### config.mk
export PLATFORM = sky130hd
export DESIGN_NAME = ntt_op_sequencer
export DESIGN_NICKNAME = d
export VERILOG_FILES = /design/src/rtl/ntt_op_sequencer.sv
export SDC_FILE = /design/constraint.sdc
export NUM_CORES = 1
export LEC_CHECK = 0
export CAP_MARGIN = 20
export CORE_ASPECT_RATIO = 1.1
export CORE_MARGIN = 2
export CORE_UTILIZATION = 35
export DETAILED_ROUTE_END_ITERATION = 8
export PLACE_DENSITY = 0.64
export SLEW_MARGIN = 10
export SYNTH_ARGS = -nofsm -noshare
export SYNTH_HDL_FRONTEND = slang
export SYNTH_SLANG_ARGS = --single-unit
### constraint.sdc
create_clock -name clk -period 4.9 [get_ports clk]
set_clock_uncertainty 0.1 [all_clocks]
set_input_delay 0.49 -clock clk [delete_from_list [all_inputs] [get_ports clk]]
set_output_delay 0.49 -clock clk [all_outputs]
set_load 0.01 [all_outputs]
### src/rtl/ntt_op_sequencer.sv
// Command sequencer in front of the NTT/PWM/INTT controller: queues 2-bit op
// commands, issues them one at a time with a start pulse, and tracks completion.
module ntt_op_sequencer #(
  parameter int DEPTH   = 4,
  parameter int AW      = 2,
  parameter int TIMEOUT = 4096
) (
  input  logic        clk,
  input  logic        rst,
  input  logic        cmd_valid,
  input  logic [1:0]  cmd_op,
  output logic        cmd_ready,
  output logic [1:0]  fsm_opcode,
  output logic        fsm_start,
  input  logic        fsm_finish,
  output logic        busy,
  output logic        op_done,
  output logic [1:0]  done_op,
  output logic [15:0] done_cnt,
  output logic        err_timeout,
  output logic [2:0]  dbg_state
);

  localparam logic [1:0] OP_NTT = 2'd0;
  localparam int         WW     = $clog2(TIMEOUT);

  typedef enum logic [2:0] {
    S_IDLE  = 3'd0,
    S_SETUP = 3'd1,
    S_START = 3'd2,
    S_RUN   = 3'd3,
    S_GAP   = 3'd4
  } state_t;

  state_t        state, state_d;
  logic [1:0]    mem [DEPTH];
  logic [AW-1:0] wr_ptr, rd_ptr;
  logic [AW:0]   count;
  logic          full, empty, push, pop;
  logic [1:0]    op_reg;
  logic [WW-1:0] wd;
  logic          wd_trip;

  // Handshake: a command transfers on any rising edge where cmd_valid && cmd_ready;
  // cmd_ready depends only on FIFO occupancy, never on cmd_valid.
  assign full      = (count == (AW+1)'(DEPTH));
  assign empty     = (count == '0);
  assign cmd_ready = !full;
  assign push      = cmd_valid && cmd_ready;
  assign pop       = (state == S_IDLE) && !empty;

  assign fsm_opcode = op_reg;
  assign fsm_start  = (state == S_START);
  assign op_done    = (state == S_GAP);
  assign busy       = (state != S_IDLE) || !empty;
  assign dbg_state  = state;

  always_comb begin
    state_d = state;
    wd_trip = 1'b0;
    unique case (state)
      S_IDLE:  if (!empty) state_d = S_SETUP;
      S_SETUP: state_d = S_START;
      S_START: state_d = S_RUN;
      S_RUN: begin
        // A finish arriving on the last watchdog cycle still completes the op.
        if (fsm_finish) begin
          state_d = S_GAP;
        end else if (wd == WW'(TIMEOUT - 1)) begin
          state_d = S_IDLE;
          wd_trip = 1'b1;
        end
      end
      S_GAP:   state_d = S_IDLE;
      default: state_d = S_IDLE;
    endcase
  end

  always_ff @(posedge clk) begin
    if (push) mem[wr_ptr] <= cmd_op;
  end

  always_ff @(posedge clk) begin
    if (!rst) begin
      state       <= S_IDLE;
      wr_ptr      <= '0;
      rd_ptr      <= '0;
      count       <= '0;
      op_reg      <= OP_NTT;
      wd          <= '0;
      done_op     <= OP_NTT;
      done_cnt    <= '0;
      err_timeout <= 1'b0;
    end else begin
      state <= state_d;
      if (push) wr_ptr <= wr_ptr + AW'(1);
      if (pop)  rd_ptr <= rd_ptr + AW'(1);
      case ({push, pop})
        2'b10:   count <= count + (AW+1)'(1);
        2'b01:   count <= count - (AW+1)'(1);
        default: count <= count;
      endcase
      // The opcode register only moves on the IDLE->SETUP edge, so it is stable
      // for the whole START/RUN/GAP window.
      if (pop) op_reg <= mem[rd_ptr];
      if (state == S_START)    wd <= '0;
      else if (state == S_RUN) wd <= wd + WW'(1);
      if ((state == S_RUN) && fsm_finish) begin
        done_op  <= op_reg;
        done_cnt <= done_cnt + 16'd1;
      end
      if (wd_trip) err_timeout <= 1'b1;
    end
  end

endmodule
# Word-level counts from Yosys, hierarchy flattened
# Memory sizes are Yosys's and may differ from the RTL's. A register that Yosys moved wholly into a read port is not among the register bits.
# Cells that the tools add are included.
[classes]
n_addsub = 6
n_eq_ne = 10
n_mux = 10
n_bitwise = 1
reduce_logical = 13
[ops]
columns = ["operator", "n"]
rows = [
  ["$add A16 B1 Y16 const B", 1],
  ["$add A12 B1 Y12 const B", 1],
  ["$eq A12 B12 Y1 const B", 1],
  ["$pmux W3 S4", 1],
  ["$mux W3", 3],
  ["$eq A3 B2 Y1 const B", 2],
  ["$eq A3 B3 Y1 const B", 2],
  ["$logic_not A3 Y1", 2],
  ["$pmux W3 S2", 1],
  ["$mux W1", 5],
  ["$add A2 B1 Y2 const B", 2],
  ["$add A3 B1 Y3 const B", 1],
  ["$eq A3 B1 Y1 const B", 1],
  ["$logic_and A1 B1 Y1", 3],
  ["$logic_not A1 Y1", 3],
  ["$ne A3 B3 Y1 const B", 1],
  ["$reduce_bool A3 Y1", 1],
  ["$sub A3 B1 Y3 const B", 1],
  ["$eq A2 B1 Y1 const B", 1],
  ["$eq A2 B2 Y1 const B", 1],
  ["$ne A2 B2 Y1 const B", 1],
  ["$reduce_and A2 Y1", 1],
  ["$reduce_bool A2 Y1", 1],
  ["$reduce_or A2 Y1", 1],
  ["other kinds (2)", 2],
]
[word_totals]
regBits = 41
mem_bits_rw = 8
input_bits = 6
out_inout_bits = 28
n_memories = 1
[mem_list]
columns = ["memory", "depth", "width", "read_ports", "rd_ports_with_merged_regs", "write_ports", "line", "source"]
rows = [
  ["mem", 4, 2, 1, 1, 1, "36", "logic [1:0] mem [DEPTH];"],
]

# Logic depth before layout (Yosys ltp)
[logic_depth]
word_depth = 5
ltp_mapped = 10

# Least setup slack after synthesis
# OpenSTA, ideal clock, no wires.
[synth_timing]
path_kind = "register to register"
startpoint = "register count[0]"
endpoint = "register count[2]"
t_arrival_ns = 2.212
required_ns = 4.730
slack_ns = 2.518
stages_incl_launch_ff = 10
n_path_buf = 0
period_less_slack_ns = 2.382
cell_sequence = "dfxtp_1 or3b_1 and2_1 inv_1 ha_1 inv_1 fa_1 xor2_1 or3_1 a21oi_1"
[synth_between]
elab_chain_cells = 5
[synth_rtl]
columns = ["item", "line", "source"]
rows = [
  ["start, declared", "38", "logic [AW:0] count;"],
  ["start signal, assigned", "99", "2'b10: count <= count + (AW+1)'(1);"],
  ["start signal, assigned", "100", "2'b01: count <= count - (AW+1)'(1);"],
  ["start signal, assigned", "101", "default: count <= count;"],
  ["$eq A3 B3 Y1 (*)", "46", "assign full = (count == (AW+1)'(DEPTH));"],
  ["$logic_not A1 Y1 (*)", "48", "assign cmd_ready = !full;"],
  ["net cmd_ready", "12", "output logic cmd_ready,"],
  ["$logic_and A1 B1 Y1 (*)", "49", "assign push = cmd_valid && cmd_ready;"],
  ["$eq A2 B1 Y1 / $eq A2 B2 Y1 (equally long branches)", "98", "case ({push, pop})"],
  ["$pmux W3 S2 / $reduce_bool A2 Y1 (equally long branches)", "n/a", ""],
]
# Mark *: on every way through the listed nets, which the timed path passes. The rest lies on a longest branch.
# A chain may end at the register's enable or synchronous reset.

# Final worst setup path
[layout_timing]
startpoint = "register state[0], in the netlist dbg_state[0]"
endpoint = "register count[2]"
[layout_between]
elab_chain_cells = 4
[layout_rtl]
columns = ["item", "line", "source"]
rows = [
  ["start, declared", "35", "state_t state, state_d;"],
  ["start signal, assigned", "95", "state <= state_d;"],
  ["$logic_not A3 Y1 (*)", "50", "assign pop = (state == S_IDLE) && !empty;"],
  ["$logic_and A1 B1 Y1 (*)", "50", ""],
  ["net pop", "39", "logic full, empty, push, pop;"],
  ["$eq A2 B1 Y1 / $eq A2 B2 Y1 (equally long branches)", "98", ""],
  ["$pmux W3 S2 / $reduce_bool A2 Y1 (equally long branches)", "n/a", ""],
]
# Marks and branches as above.

==> flow_summary.toml <==
[routing]
vias_per_cell = 4.95
drtPass1Iterations = 5
drc_errors = 0
drt-total-wl_um = 4640
drtIter0Drc = 72
ant_nets = 0
vias = 1772
wl_per_cell_um = 13.0

[clock_network]
cts_root_buf = "clkbuf_8"
cts_num_sinks = 51
clk_pin_slew_worst_paths_ns = 0.09
cts_buffers = 5
tritoncts = "yes"
cts-htree-levels = 2
cts_buffer_depth = 2
cts_resized = 0
post_cts_buffers = 0
cts_hold_buffers = 0
clkLatencyLatePin_ns = 0.30

[min_path]
hold_path_depth = 2
min_path_type = "reg -> reg"

[final_layout]
antennaDiodeCount = 0
syn_to_final_growth_pct = 21.7
final_cell_area_mm2 = 0.00280
fin_nets = 292
fillCellCount = 585
drive_above_1_share_pct = 4.32
seqCellArea_mm2 = 0.00110
multi_input_area_mm2 = 0.00112

[pwr]
power_leakage_uw = 0.000975
vdd_drop_max_mv = 0.296
pwr_density_cell_mw_per_mm2 = 378

[sta]
rsz0062_at_grt = "no"
finalCritPeriodShare_pct = 52.3
min_period_ns = 2.56
setup_violations = 0
relSlewSlack_pct = 35.7
drv_slew = 0
worst_slew_pin_slew_ns = 0.964
finalHoldViolCount = 0
tns_ns = 0
setup_ws_ns = 2.34
max_freq_mhz = 390

[die]
initial_core_util_pct = 36.7
ios = 34
fp.dieH_um = 89.0
coreArea_mm2 = 0.00627
die_w_um = 81.3
dieArea_mm2 = 0.00724
rows = 30

[flow_run]
cap_violations = 0

[worst_setup_path]
cp_cell_sequence = "nor3_1, nand2_1, inv_1, ha_1, inv_1, fa_1, xor2_1, or3_1, a21oi_1"
crit_buf_inv = 2
r2r_cells = 9
critPathRequiredTime_ns = 5.02
cp_common_cell = "inv_1"
rrSetupSlack_ns = 2.34
worst-path-stages = 9
critical_path_class = "reg -> reg"
crit_family = "simple AND/OR/NAND/NOR gates"
startpoint_type = "flip-flop"
critPathCaptureType = "flip-flop"
worstPathArrival_ns = 2.68
slowest_delay_ns = 0.43
worst_path_max_delay_cell = "dfxtp_1"
path_max_fanout = 9

[yosys]
syn_area_per_cell_um2 = 9.39
yosys-top-cells-area = "dfxtp_1 (37%), edfxtp_1 (10%), nor2_1 (4.6%)"
syn_area_mm2 = 0.00230
synth_cell_type_count = 35
synth.most_common_cell = "dfxtp_1"
synthArstFlopShare_pct = 0
synth_cells = 245
yosys.area.top_type = "dfxtp_1"
yosysWarnings = 0
synthTopCellsByCount = "dfxtp_1 (43), nor2_1 (28), nand2_1 (21)"
synth_nets = 259
synth_edf_count = 8
synthFlopType = "dfxtp_1"
synth-seq-cells = 51
netlist.area_leader.share_pct = 37.4
ys_seq_area_share_pct = 47.9

[global_routing]
grt_max_degree = 32
grt_first_pass_wirelength_um = 7680
overflow = 0
grt_pass1_vias = 1654
track_usage_pct = 13.7
antenna_found_initial = 0

[placed_design]
place_area_mm2 = 0.00270
finalWeightedCongestion = 0.817
dp_hpwl_um = 3330
io_buffers = 33
pre_cts_slack_ns = 2.27

[status]
status = "finished, final reports clean"
-- sequential cells by signal (all words and copies together) (netlist names) --
name / cells
wd: 12
rd_ptr: 2
count: 3
mem: 8
wr_ptr: 2
done_op: 2
fsm_opcode: 2
err_timeout: 1
dbg_state: 3
done_cnt: 16
-- path summary, 6_finish.rpt --
kind | end | startpoint
setup / recovery | count[2] | dbg_state[0]
setup reg to reg | count[2] | dbg_state[0]
hold reg to reg | err_timeout | err_timeout
hold / removal | err_timeout | err_timeout
-- power breakdown --
group	total [µW]	internal [µW]	switching [µW]	leakage (µW)
sequential	514	465	49.0	0.000422
clock	262	129	132	0.0000495
combinational	281	136	144	0.000504
total	1060	731	326	0.000975
-- layer usage --
layer | GRT usage (%) | vias up | part of all wire (%)
met5 | 0 | - | 0
met4 | 5.55 | 0 | 1.1
met3 | 2.73 | 5 | 2.1
met2 | 22.4 | 22 | 50
met1 | 17.8 | 826 | 47
li1 | - | 919 | -
-- tightest hold or removal path: cells and delay by family, from the launching register on --
kind | cells | cell delay [ns]
and+or+nand+nor | 1 | 0.04
DFF | 1 | 0.34
AOI/OAI and AO/OA | 1 | 0.05
-- through the flow --
stage               instances  total power (µW)  utilization [%]  hold slack, ns
floorplan                 245               696                -           0.353
finish                    358              1060             44.6           0.360
global placement          351               797             43.1           0.344
CTS                       358              1070             44.6           0.367
global route              358              1120             44.6           0.402
detailed placement        351               805             43.1           0.345
-- layout make-up --
type                       count  share of cell area [%]
multi-input combinational    175                    40.2
sequential                    51                    39.4
timing repair buffer          33                    11.8
tap                           80                    3.58
clock buffer                   7                    3.49
inverter                      12                    1.61
-- cell families after synthesis --
logic type | synth area share (%)
AO/OA/AOI/OAI | 6.91
XOR/XNOR | 8.38
adder cells (fa/ha/maj) | 4.68
buffers and inverters | 3.26
flip-flops | 47.9
multiplexers | 2.83
AND/OR/NAND/NOR | 26.1
-- cells in the final DEF, fill, tap and decap left out --
cell type,netlist,layout
dfxtp_1,43,43
clkdlybuf4s50_1,0,33
nor2_1,28,28
nand2_1,21,21
a21oi_1,16,16
or3_1,13,13
inv_1,12,12
nand4_1,11,11
xnor2_1,11,11
xor2_1,11,11
o21ai_0,11,11
nand3_1,8,8
edfxtp_1,8,8
ha_1,7,7
nor3_1,5,5
and3_1,5,5
clkbuf_8,0,5
and2_1,4,4
nor4_1,4,4
and4_1,3,3
nand2b_1,2,2
mux4_2,2,2
mux2i_1,2,2
or3b_1,1,1
and4b_2,1,1
nand4b_4,1,1
o211a_1,1,1
nand3b_1,1,1
o22ai_1,1,1
or4_4,1,1
o31ai_1,1,1
or4_1,1,1
and3b_2,1,1
fa_1,1,1
clkbuf_16,0,1
clkbuf_1,4,1
(Power assumes the default switching activity.)
